## config.mk

```make
export PLATFORM = sky130hd
export DESIGN_NAME = mem_arbiter
export DESIGN_NICKNAME = d
export VERILOG_FILES = /design/src/rtl/mem_arbiter.sv
export SDC_FILE = /design/constraint.sdc
export NUM_CORES = 1
export LEC_CHECK = 0
export BUFFER_PORTS_ARGS = -buffer_cell sky130_fd_sc_hd__buf_2
export CORE_AREA = 2 2 104 106
export DETAILED_ROUTE_END_ITERATION = 10
export DIE_AREA = 0 0 106 108
export GPL_TIMING_DRIVEN = 1
export PLACE_DENSITY = 0.53
export SLEW_MARGIN = 20
export SYNTH_ARGS = -nofsm -noshare
export SYNTH_HDL_FRONTEND = slang
export SYNTH_SLANG_ARGS = --single-unit
```

## constraint.sdc

```tcl
create_clock -name CLK -period 3.7 [get_ports CLK]
set_input_delay 0.925 -clock CLK [delete_from_list [all_inputs] [get_ports CLK]]
set_output_delay 0.925 -clock CLK [all_outputs]
set_load 0.05 [all_outputs]
```

## src/rtl/mem_arbiter.sv

```systemverilog
// Shares one RAM port between instruction fetch and data load/store.
// Data has priority; a pending fetch is forced through after STARVE_LIMIT data grants.
module mem_arbiter #(
   parameter int STARVE_LIMIT = 4,
   parameter int RETRY_MAX    = 3,
   parameter int TIMEOUT      = 64
) (
   input  logic        CLK,
   input  logic        nRST,
   input  logic        iREN,
   input  logic [31:0] iaddr,
   output logic [31:0] iload,
   output logic        ihit,
   input  logic        dREN,
   input  logic        dWEN,
   input  logic [31:0] daddr,
   input  logic [31:0] dstore,
   output logic [31:0] dload,
   output logic        dhit,
   output logic        ramREN,
   output logic        ramWEN,
   output logic [31:0] ramaddr,
   output logic [31:0] ramstore,
   input  logic [31:0] ramload,
   input  logic [1:0]  ramstate,
   output logic        mem_err
);

   localparam int SW = $clog2(STARVE_LIMIT + 1);
   localparam int RW = $clog2(RETRY_MAX + 1);
   localparam int TW = $clog2(TIMEOUT);

   localparam logic [SW-1:0] SLIM = SW'(STARVE_LIMIT);
   localparam logic [RW-1:0] RLIM = RW'(RETRY_MAX);
   localparam logic [TW-1:0] TLIM = TW'(TIMEOUT - 1);

   localparam logic [1:0] RS_ACCESS = 2'd2;
   localparam logic [1:0] RS_ERROR  = 2'd3;

   typedef enum logic [1:0] {IDLE, D_ACC, I_ACC} state_t;

   state_t        state, next_state;
   logic [SW-1:0] starve_cnt, starve_nxt;
   logic [RW-1:0] retry_cnt, retry_nxt;
   logic [TW-1:0] tmo_cnt, tmo_nxt;
   logic          abort;
   logic          own;
   logic          d_req;
   logic          starved;

   assign d_req   = dREN | dWEN;
   assign starved = iREN && (starve_cnt == SLIM);

   always_ff @(posedge CLK or negedge nRST) begin
      if (!nRST) begin
         state      <= IDLE;
         starve_cnt <= '0;
         retry_cnt  <= '0;
         tmo_cnt    <= '0;
         mem_err    <= 1'b0;
      end else begin
         state      <= next_state;
         starve_cnt <= starve_nxt;
         retry_cnt  <= retry_nxt;
         tmo_cnt    <= tmo_nxt;
         mem_err    <= mem_err | abort;
      end
   end

   always_comb begin
      next_state = state;
      starve_nxt = starve_cnt;
      retry_nxt  = retry_cnt;
      tmo_nxt    = tmo_cnt;
      abort      = 1'b0;
      own        = 1'b0;
      ramREN     = 1'b0;
      ramWEN     = 1'b0;
      ramaddr    = '0;
      ramstore   = '0;
      ihit       = 1'b0;
      dhit       = 1'b0;
      iload      = '0;
      dload      = '0;

      case (state)
         IDLE: begin
            retry_nxt = '0;
            tmo_nxt   = '0;
            if (d_req && !starved) begin
               next_state = D_ACC;
               if (iREN) starve_nxt = (starve_cnt == SLIM) ? starve_cnt : starve_cnt + SW'(1);
               else      starve_nxt = '0;
            end else if (iREN) begin
               next_state = I_ACC;
               starve_nxt = '0;
            end
         end
         D_ACC: begin
            // a dropped enable abandons the access without touching the RAM
            if (d_req) begin
               own     = 1'b1;
               ramaddr = daddr;
               if (dWEN) begin
                  ramWEN   = 1'b1;
                  ramstore = dstore;
               end else begin
                  ramREN = 1'b1;
               end
               if (ramstate == RS_ACCESS) begin
                  dhit  = 1'b1;
                  dload = dWEN ? '0 : ramload;
               end
            end else begin
               next_state = IDLE;
            end
         end
         I_ACC: begin
            if (iREN) begin
               own     = 1'b1;
               ramREN  = 1'b1;
               ramaddr = iaddr;
               if (ramstate == RS_ACCESS) begin
                  ihit  = 1'b1;
                  iload = ramload;
               end
            end else begin
               next_state = IDLE;
            end
         end
         default: next_state = IDLE;
      endcase

      // response handling shared by both access states
      if (own) begin
         case (ramstate)
            RS_ACCESS: next_state = IDLE;
            RS_ERROR: begin
               if (retry_cnt == RLIM) abort = 1'b1;
               else                   retry_nxt = retry_cnt + RW'(1);
            end
            default: begin
               if (tmo_cnt == TLIM) abort = 1'b1;
               else                 tmo_nxt = tmo_cnt + TW'(1);
            end
         endcase
         if (abort) next_state = IDLE;
      end
   end

endmodule
```

Word-level counts from Yosys, hierarchy flattened. Index checks and enable logic that the tools add are counted.

Bitwise logic cells: 2. Reduce and logical (&&, ||, !) cells: 7. Add/subtract/negate cells: 3. Eq/ne operators: 8. Multiplexer cells: 52.

Operators with widths (count): two-way mux 32 bit (12); one-hot mux 32 bit (2 select lines) (1); two-way mux 6 bit (4); two-way mux 2 bit (11); two-way mux 1 bit (16); two-way mux 3 bit (4); equality test 2 bit (second input constant) (4); adder 6 x 1 -> 6 bit (second input constant) (1); equality test 6 bit (second input constant) (1); one-hot mux 1 bit (2 select lines) (3); one-hot mux 2 bit (3 select lines) (1); adder 3 x 1 -> 3 bit (second input constant) (1); equality test 3 bit (second input constant) (1); != test 3 bit (second input constant) (1); AND reduction 3 bit (1); adder 2 x 1 -> 2 bit (second input constant) (1); equality test 2 x 1 -> 1 bit (second input constant) (1); logical AND 1 bit (2); zero test 2 bit (1); OR 1 bit (2); nonzero test 2 bit (1); OR reduction 2 bit (1); zero test 1 bit (1).

Logic and storage cells: 77. Output and inout bits: 133. Input bits: 135. Register bits after elaboration: 14.

Depth between registers and ports, before layout. Gate-level depths: netlist (run 1).

Word-level depth: 9. Gate-level depth with buffers: 8. Mapped depth without buffers: 6.

Least setup slack after synthesis (run 1). OpenSTA, ideal clock, no wires.

Path kind: input -> output. Start point: input dWEN. End point: output ramREN. Stages on the path: 3. Required time: 2.775 ns. Path slack: 0.389 ns. Arrival time: 2.386 ns. Path through: buf_2 > nand3b_1 > a21boi_0.

Cells in the longest elaborated chain, start to end: 3.

Ends and longest elaborated chain: start, declared (RTL line 15) `input logic dWEN,`; two-way mux 1 bit or OR 1 bit (tied branches) (RTL line 104, 51); two-way mux 1 bit (*) (RTL line 101) `if (d_req) begin`; one-hot mux 1 bit (2 select lines) (*) (RTL line 86) `case (state)`; end, declared (RTL line 20) `output logic ramREN,`.

Mark *: on every way between the ends. The rest lies on a longest branch, timed or not.

Worst setup path after layout (run 1).
Start point: register state[1]. End point: output ramaddr[24].

Cells in the longest elaborated chain, start to end: 2.

Ends and longest elaborated chain: start, declared (RTL line 42) `state_t state, next_state;`; start signal, assigned (RTL line 62) `state <= next_state;`; equality test 2 bit or equality test 2 x 1 -> 1 bit (tied branches) (RTL line 86); one-hot mux 32 bit (2 select lines) (*) (RTL line 86); end, declared (RTL line 22) `output logic [31:0] ramaddr,`.

Marks and branches as above.

==> results of run 1 <==
worst register-to-register path: stages, from the launching register on:
cell and delay [ns]:
dfrtp_1 0.42, inv_1 0.10, ha_1 0.14, buf_4 0.25
o21a_1 0.17, buf_4 0.36, o21a_4 0.23, nand2b_2 0.08
mux2_4 0.30
per-stage QoR:
| stage | instance area [um^2] | worst slack, ns | utilization [%] |
|---|---|---|---|
| 2_1_floorplan | 2080 | 0.389 | - |
| 3_3_place_gp | 3520 | 0.639 | 34.4 |
| 3_5_place_dp | 3520 | 0.571 | 34.4 |
| 4_1_cts | 3560 | 0.480 | 34.8 |
| 5_1_grt | 3570 | 0.293 | 34.9 |
| 6_report | 3570 | 0.514 | 34.9 |
flip-flops by register name, summed over array words and instances, names as in the netlist:
register,cells
retry_cnt,2
tmo_cnt,6
mem_err,1
starve_cnt,3
state,2
kinds of logic after synthesis:
family | count (synthesis)
flops | 14
simple gates | 161
buf+inv | 31
xor+xnor | 3
fa+ha+maj | 8
compound gates | 65
mux | 2
power breakdown:
group	total (uW)	switching (uW)	leakage, uW	internal (uW)
sequential	218	32.9	0.000190	185
combinational	1510	1070	0.00200	438
clock	125	53.3	0.0000216	72.0
total	1850	1160	0.00222	696
layer usage:
layer  track usage [%]  vias to the layer above  part of all wire (%)
met5                 0                        -                  0.13
met4              1.22                        2                  0.93
met3              4.16                        6                   7.5
met2              27.5                      120                    50
met1              19.5                     1398                    42
li1                  -                     1494                     -
worst min path at each step:
stage	to	startpoint	cells after the start
finish	mem_err	mem_err	1
global route	mem_err	mem_err	1
CTS	mem_err	mem_err	1
detailed placement	mem_err	mem_err	1
global placement	mem_err	mem_err	1
floorplan	retry_cnt[0]	retry_cnt[0]	1
cell type report:
class	instances	area [um^2]	area share, %
clock buffer	3	41.3	1.16
tap	136	170	4.77
antenna	2	5.00	0.140
sequential	14	350	9.81
multi-input combinational	239	1590	44.6
timing repair buffer	274	1390	38.9
inverter	6	22.5	0.631
cells in the final DEF, fill, tap and decap left out, types with 2 or more instances in the layout:
cell type	n
a21oi_1	3
a22o_1	3
a22oi_1	32
a31oi_1	2
and2_1	66
and3_1	33
buf_2	267
buf_4	7
clkbuf_8	3
dfrtp_1	14
diode_2	2
ha_1	8
inv_1	6
nand2_1	7
nand3_1	8
nand3b_1	2
nor2_1	9
nor2b_1	33
o21a_1	2
o21ai_0	11
o31ai_1	3
xor2_1	2
==> results.yml, run 1 <==
pwr:
  p_leak_uw: 0.00222
  power.total_uw: 1850
  p_per_area_nw_per_um2: 519
  ir_drop_uv: 236
timing:
  fin_crit_sh_pct: 86.1
  whs_ns: 0.465
  setup_violations: 0
  skew_ns: 0.00197
  tightestPinTransition_ns: 0.399
  hold_violations: 0
  report.final.slew_viol_count: 0
  relSlewSlack_pct: 73.4
  tns_ns: 0
  fin_crit_ns: 3.19
  max_freq_ghz: 0.314
  rsz0062_at_grt: "false"
critical_path:
  reg2reg_from: "state[1]"
  r2r-end: "retry_cnt[1]"
  startpoint: "state[1]"
  path_buf_inv: 4
  reg2regPathDepth: 8
  worstSetupPathType: "reg -> out"
  cp-endpoint: "ramaddr[24]"
  reg2reg_setup_slack_ns: 1.54
  worst_path_largest_cell_delay_ns: 0.42
  cp-end-kind: "output pin"
  required_ns: 2.77
  critPathMaxFanout: 36
  cp-start-kind: "register"
  crit_family: "buffers and inverters"
  critPathArrivalTime_ns: 2.26
  crit_chain: "inv_1, ha_1, buf_4, o21a_1, buf_4, a22oi_1, nor2b_1, buf_2"
  crit_top_cell: "buf_4"
  cp.depth: 8
  cp_slowest_cell: "dfrtp_1"
floorplanning:
  die_area_um2: 11400
  initial_core_util_pct: 20.3
  die_w_um: 106
  fp.coreArea_um2: 10200
  pin_count: 268
  rows: 37
  die_h_um: 108
route:
  drt-initial-drc-count: 164
  wl_per_cell_um: 14.7
  drtPass1Iterations: 4
  viasPerCell: 4.48
  vias: 3020
  drtAntennaViolNets: 0
  wirelength_um: 9900
  drcViolationCount: 0
yosys:
  synth_xor_area_share_pct: 1.26
  yosysTopAreaCell: "and2_1"
  synth-compound-area-share_pct: 22.9
  synth_top_family_by_area: "simple AND/OR/NAND/NOR gates"
  synth_area_per_cell_um2: 7.33
  synth_seq_area_share_pct: 16.8
  netlist_top_cells_count: "66 x and2_1, 33 x and3_1, 33 x nor2b_1, 32 x a22oi_1"
  synth_ff_type: "dfrtp_1"
  synth-simple-area-share_pct: 46.3
  synthesis.nets: 427
  muxShareOfSynthArea_pct: 1.26
  synth_edf_count: 0
  synthArstFlopShare_pct: 100
  yosysWarnings: 0
  yosysTopAreaCellShare_pct: 19.8
  synthAdderAreaFrac_pct: 4.81
  netlist_top_cells_area: "and2_1 20%, dfrtp_1 17%, a22oi_1 12%"
  synth_cells: 284
  yosysMostFrequentCell: "and2_1"
  synth_seq_cells: 14
  synth_cell_types: 37
  synthesis.area_um2: 2080
final_layout:
  fillers: 1115
  nNetsFinal: 681
  layout.cells.non_filler: 674
  area_growth_pct: 71.6
  drive_above_1_share_pct: 53.0
cts:
  post_cts_buffers: 0
  cts_tree: "done"
  cts_buffer_depth: 2
  cts_sinks: 14
  path_clk_slew_ns: 0.06
  cts_buffers: 3
  clock_latency_ns: 0.24
  cts_root_buf: "clkbuf_8"
  htreeDepth: 1
  cts.repair.resized: 0
  cts_hold_buffers: 0
global_routing:
  grt_pass1_wl_um: 14400
  antenna_found_initial: 3
  grt_max_degree: 37
  grt_overflow: 0
  grt_pass1_vias: 2780
  grt_usage_pct: 15.4
run_status:
  status: "completed"
worst_hold_path:
  hp-class: "reg -> reg"
placement:
  dp.cells: 669
  gp_congestion: 0.840
  detailed_place_hpwl_um: 8280
  port_buffers: 267
flow_run:
  max-cap-violations: 0
Power figures use the tool's default switching activity.
==> inputs of run 2 (changes only) <==
- ABC_AREA: not set -> 1
- CORE_AREA: 2 2 104 106 -> 2 2 105 107
- DIE_AREA: 0 0 106 108 -> 0 0 107 109
==> results.yml, run 2 <==
yosys:
  synth_area_per_cell_um2: 5.21
  synth_seq_cells: 14
  synth_edf_count: 0
  synth_cells: 415
  netlist_top_cells_count: "102 x nand2_1, 86 x inv_1, 74 x nor2_1, 35 x a21oi_1, 32 x nor3_1"
  synth_ff_type: "dfrtp_1"
  yosysTopAreaCell: "nand2_1"
  synthesis.nets: 558
  netlist_top_cells_area: "nand2_1 18%, dfrtp_1 16%, inv_1 15%"
  synthArstFlopShare_pct: 100
  synth_seq_area_share_pct: 16.2
  yosysWarnings: 0
  synthesis.area_um2: 2160
  yosysTopAreaCellShare_pct: 17.7
  yosysMostFrequentCell: "nand2_1"
  synth_cell_types: 25
worst_hold_path:
  hp-class: "reg -> reg"
critical_path:
  crit_chain: "buf_2, nand2_2, inv_2, nand2_1, a21oi_1, buf_2"
  critPathMaxFanout: 32
  worst_path_largest_cell_delay_ns: 0.41
  cp-start-kind: "primary input"
  cp-end-kind: "output pin"
  cp_slowest_cell: "inv_2"
  required_ns: 2.77
  critPathArrivalTime_ns: 2.22
  crit_top_cell: "buf_2"
  crit_family: "buffers and inverters"
  path_buf_inv: 3
  worstSetupPathType: "in -> out"
cts:
  cts_buffer_depth: 2
  path_clk_slew_ns: 0.05
  cts_buffers: 3
  cts.repair.resized: 0
  post_cts_buffers: 0
  cts_sinks: 14
  cts_tree: "done"
  htreeDepth: 1
  clock_latency_ns: 0.24
  cts_hold_buffers: 0
  cts_root_buf: "clkbuf_8"
global_routing:
  grt_overflow: 0
  grt_max_degree: 34
  grt_pass1_vias: 2872
  grt_usage_pct: 14.3
  grt_pass1_wl_um: 13600
  antenna_found_initial: 2
placement:
  gp_congestion: 0.862
  detailed_place_hpwl_um: 7860
  port_buffers: 267
  place_area_um2: 3570
timing:
  relSlewSlack_pct: 62.5
  setup_violations: 0
  tightestPinTransition_ns: 0.561
  fin_crit_ns: 3.15
  tns_ns: 0
  fin_crit_sh_pct: 85.0
  max_freq_ghz: 0.318
  report.final.slew_viol_count: 0
  hold_violations: 0
  rsz0062_at_grt: "false"
  skew_ns: 0.00466
route:
  drtAntennaViolNets: 0
  wirelength_um: 9480
  wl_per_cell_um: 11.7
  viasPerCell: 4.17
  vias: 3362
  drtPass1Iterations: 4
  drt-initial-drc-count: 200
  drcViolationCount: 0
floorplanning:
  die_area_um2: 11700
  pin_count: 268
  rows: 38
  initial_core_util_pct: 20.4
  die_w_um: 107
  fp.coreArea_um2: 10600
  die_h_um: 109
run_status:
  status: "completed"
final_layout:
  final_cell_mix: "267 x buf_2, 102 x nand2_1, 86 x inv_1"
  insertedDiodeCount: 0
  top_register: "tmo_cnt"
  fin_util_pct: 34.0
  top_regs: "tmo_cnt: 6 flops, starve_cnt: 3 flops"
  drive_above_1_share_pct: 43.5
  area_growth_pct: 67.0
  fillers: 1182
  largest_register_ffs: 6
  final_common_cell: "buf_2"
  final_area_um2: 3610
  nNetsFinal: 812
pwr:
  p_per_area_nw_per_um2: 492
  power.total_uw: 1770
  p_leak_uw: 0.00243
  ir_drop_uv: 197
flow_run:
  max-cap-violations: 0
run 2: changes by cell type in the layout (fill, tap and decap cells not counted), sizes merged, moves of 5 or more:
| cell | before | now |
|---|---|---|
| nor2b | 33 | 0 |
| nand2 | 7 | 105 |
| a21oi | 4 | 35 |
| a22oi | 32 | 1 |
| and3 | 33 | 0 |
| nor2 | 9 | 79 |
| and2 | 66 | 0 |
| inv | 6 | 92 |
| nor3 | 0 | 32 |
| nand4 | 0 | 5 |
run 2: area by class of cell:
| class | instances | area, um^2 | share of cell area (%) |
|---|---|---|---|
| multi-input combinational | 287 | 1330 | 36.9 |
| timing repair buffer | 271 | 1370 | 37.9 |
| clock buffer | 3 | 41.3 | 1.14 |
| sequential | 14 | 350 | 9.71 |
| inverter | 92 | 345 | 9.57 |
| tap | 140 | 175 | 4.85 |
run 2: routing by layer:
metal / wire length [um] / track usage, %
met1: 3870 / 16.3
met2: 4950 / 28.0
met3: 575 / 2.57
met4: 52 / 2.32
met5: 31 / 0
run 2: final timing paths:
kind	slack, ns	to	from	cells after the start
min in group asynchronous	0.57	tmo_cnt[2]	nRST	1
worst max register to register	2.03	starve_cnt[2]	state[0]	6
worst min-delay path	0.46	mem_err	mem_err	2
worst min register to register	0.46	mem_err	mem_err	2
worst max-delay path	0.55	ramaddr[15]	iREN	6
max in group asynchronous	2.88	tmo_cnt[5]	nRST	1
run 2: kinds of logic (layout without fill, tap and decap cells):
family,count (synthesis),in the layout,synth area share [%]
adder cells (fa/ha/maj),8,8,4.63
flip-flops,14,14,16.2
buffers and inverters,114,366,22.2
AO/OA/AOI/OAI,46,46,10.9
XOR/XNOR,3,3,1.22
AND/OR/NAND/NOR,230,230,44.8
run 2: tightest hold or removal path, cell delays in order, from the launching register on:
cell,delay (ns)
dfrtp_1,0.34
inv_1,0.04
nand2_1,0.05
run 2: metrics by stage:
step                      setup slack [ns]  instances  hold slack (ns)
after floorplan                      0.336        415            0.474
after global placement               0.595        804            0.447
after detailed placement             0.574        804            0.454
after CTS                            0.573        807            0.468
after global routing                 0.424        807            0.513
final                                0.553        807            0.460
run 2: where the power goes:
part | switching, uW | internal [uW] | leakage, uW
registers | 28.6 | 186 | 0.000185
logic | 1120 | 316 | 0.00222
clock network | 52.6 | 72.0 | 0.0000216
==> inputs of run 3 (changes only) <==
- RECOVER_POWER: not set -> 100
==> results.yml, run 3 (same netlist as run 2, synthesis figures left out) <==
critical_path:
  crit_chain: "buf_2, inv_2, nor2_2, inv_2, nor2_4, inv_1, nor2_1, clkbuf_2"
  critPathArrivalTime_ns: 2.40
  worst_path_largest_cell_delay_ns: 0.70
  worstSetupPathType: "in -> out"
  cp-start-kind: "primary input"
  crit_top_cell: "inv_2"
  cp-end-kind: "output pin"
  path_buf_inv: 5
  cp_slowest_cell: "inv_1"
  required_ns: 2.77
  crit_family: "buffers and inverters"
  critPathMaxFanout: 32
floorplanning:
  initial_core_util_pct: 20.4
  rows: 38
  die_h_um: 109
  die_area_um2: 11700
  pin_count: 268
  die_w_um: 107
  fp.coreArea_um2: 10600
global_routing:
  antenna_found_initial: 2
  gr-usage-met1_pct: 16.3
  grt_pass1_wl_um: 13600
  met2_usage_pct: 28.0
  grt_max_degree: 34
  grt.busiest_layer: "met2"
  grt_overflow: 0
  grt_usage_pct: 14.3
  grt_pass1_vias: 2872
  met3_usage_pct: 2.57
placement:
  port_buffers: 267
  gp_congestion: 0.862
  detailed_place_hpwl_um: 7860
  place_ws_ns: 0.574
route:
  drcViolationCount: 0
  vias: 3343
  drt-initial-drc-count: 214
  drtPass1Iterations: 4
  viasPerCell: 4.14
  wl_per_cell_um: 11.9
  drtAntennaViolNets: 0
  wirelength_um: 9580
timing:
  report.final.slew_viol_count: 0
  hold_violations: 0
  timing.final.ws_setup_ns: 0.379
  relSlewSlack_pct: 32.7
  max_freq_ghz: 0.301
  rsz0062_at_grt: "false"
  fin_crit_ns: 3.32
  setup_violations: 0
  tightestPinTransition_ns: 1.01
  tns_ns: 0
  skew_ns: 0.00452
  fin_crit_sh_pct: 89.8
pwr:
  clockPowerShare_pct: 7.3
  p_comb_share_pct: 80.2
  swShare_pct: 69.6
  power_switching_uw: 1190
  p_leak_uw: 0.00199
  ir_drop_uv: 232
  p_int_uw: 520
  p_per_area_nw_per_um2: 496
  seqPwrFrac_pct: 12.5
cts:
  cts_buffer_depth: 2
  clock_latency_ns: 0.24
  post_cts_buffers: 0
  cts_hold_buffers: 0
  cts_sinks: 14
  htreeDepth: 1
  cts_root_buf: "clkbuf_8"
  cts.repair.resized: 0
  path_clk_slew_ns: 0.05
  cts_tree: "done"
  cts_buffers: 3
final_layout:
  largest_register_ffs: 6
  top_register: "tmo_cnt"
  insertedDiodeCount: 0
  fillers: 1261
  drive_above_1_share_pct: 27.3
  final_cell_mix: "143 x buf_2, 104 x nand2_1, 100 x clkbuf_1"
  final_common_cell: "buf_2"
  area_growth_pct: 60.0
  top_regs: "tmo_cnt: 6 flops, starve_cnt: 3 flops"
  nNetsFinal: 812
run_status:
  status: "completed"
flow_run:
  max-cap-violations: 0
worst_hold_path:
  hp-class: "reg -> reg"
## run 3: changes by cell type in the layout (fill, tap and decap cells not counted), moves of 2 or more
cell / change
buf_2: -124
nand2_1: +2
inv_1: +3
clkbuf_2: +25
inv_2: -3
clkbuf_1: +100
## run 3: per-stage QoR
step | power (uW) | std cells | area, um^2 | hold WS [ns] | utilization [%]
2_1_floorplan | 1320 | 415 | 2160 | 0.474 | -
3_3_place_gp | 1650 | 804 | 3570 | 0.447 | 33.6
3_5_place_dp | 1660 | 804 | 3570 | 0.454 | 33.6
4_1_cts | 1780 | 807 | 3610 | 0.468 | 34.0
5_1_grt | 1840 | 807 | 3460 | 0.507 | 32.6
6_report | 1710 | 807 | 3460 | 0.462 | 32.6
## run 3: tightest hold or removal path, cell delays in order, from the launching register on
cell and delay [ns]:
dfrtp_1 0.34, inv_1 0.04, nand2_1 0.05
## run 3: power groups by stage
| stage | clock network [uW] | logic [uW] | registers [uW] |
|---|---|---|---|
| CTS | 128 | 1440 | 215 |
| floorplan | 0 | 1110 | 210 |
| global placement | 0 | 1430 | 215 |
| finish | 125 | 1380 | 214 |
| detailed placement | 0 | 1440 | 217 |
| global route | 135 | 1490 | 220 |
## run 3: final timing paths
kind	startpoint	end	slack (ns)	cells after the start
max	ramstate[1]	iload[5]	0.38	8
min	mem_err	mem_err	0.46	2
max reg2reg	state[0]	starve_cnt[2]	2.03	6
min reg2reg	mem_err	mem_err	0.46	2
max in group asynchronous	nRST	tmo_cnt[5]	2.48	1
min in group asynchronous	nRST	tmo_cnt[2]	0.73	1
## run 3: routing by layer
layer,vias to the layer above,part of all wire (%)
met5,-,0.32
met4,4,0.54
met3,10,5.9
met2,104,52
met1,1482,41
li1,1743,-
## run 3: area by class of cell
cell class / instances / area (um^2) / share of cell area (%)
Multi-Input combinational cell: 287 / 1310 / 37.8
Timing Repair Buffer: 271 / 1240 / 35.8
Sequential cell: 14 / 350 / 10.1
Inverter: 92 / 345 / 9.99
Tap cell: 140 / 175 / 5.07
Clock buffer: 3 / 41.3 / 1.19
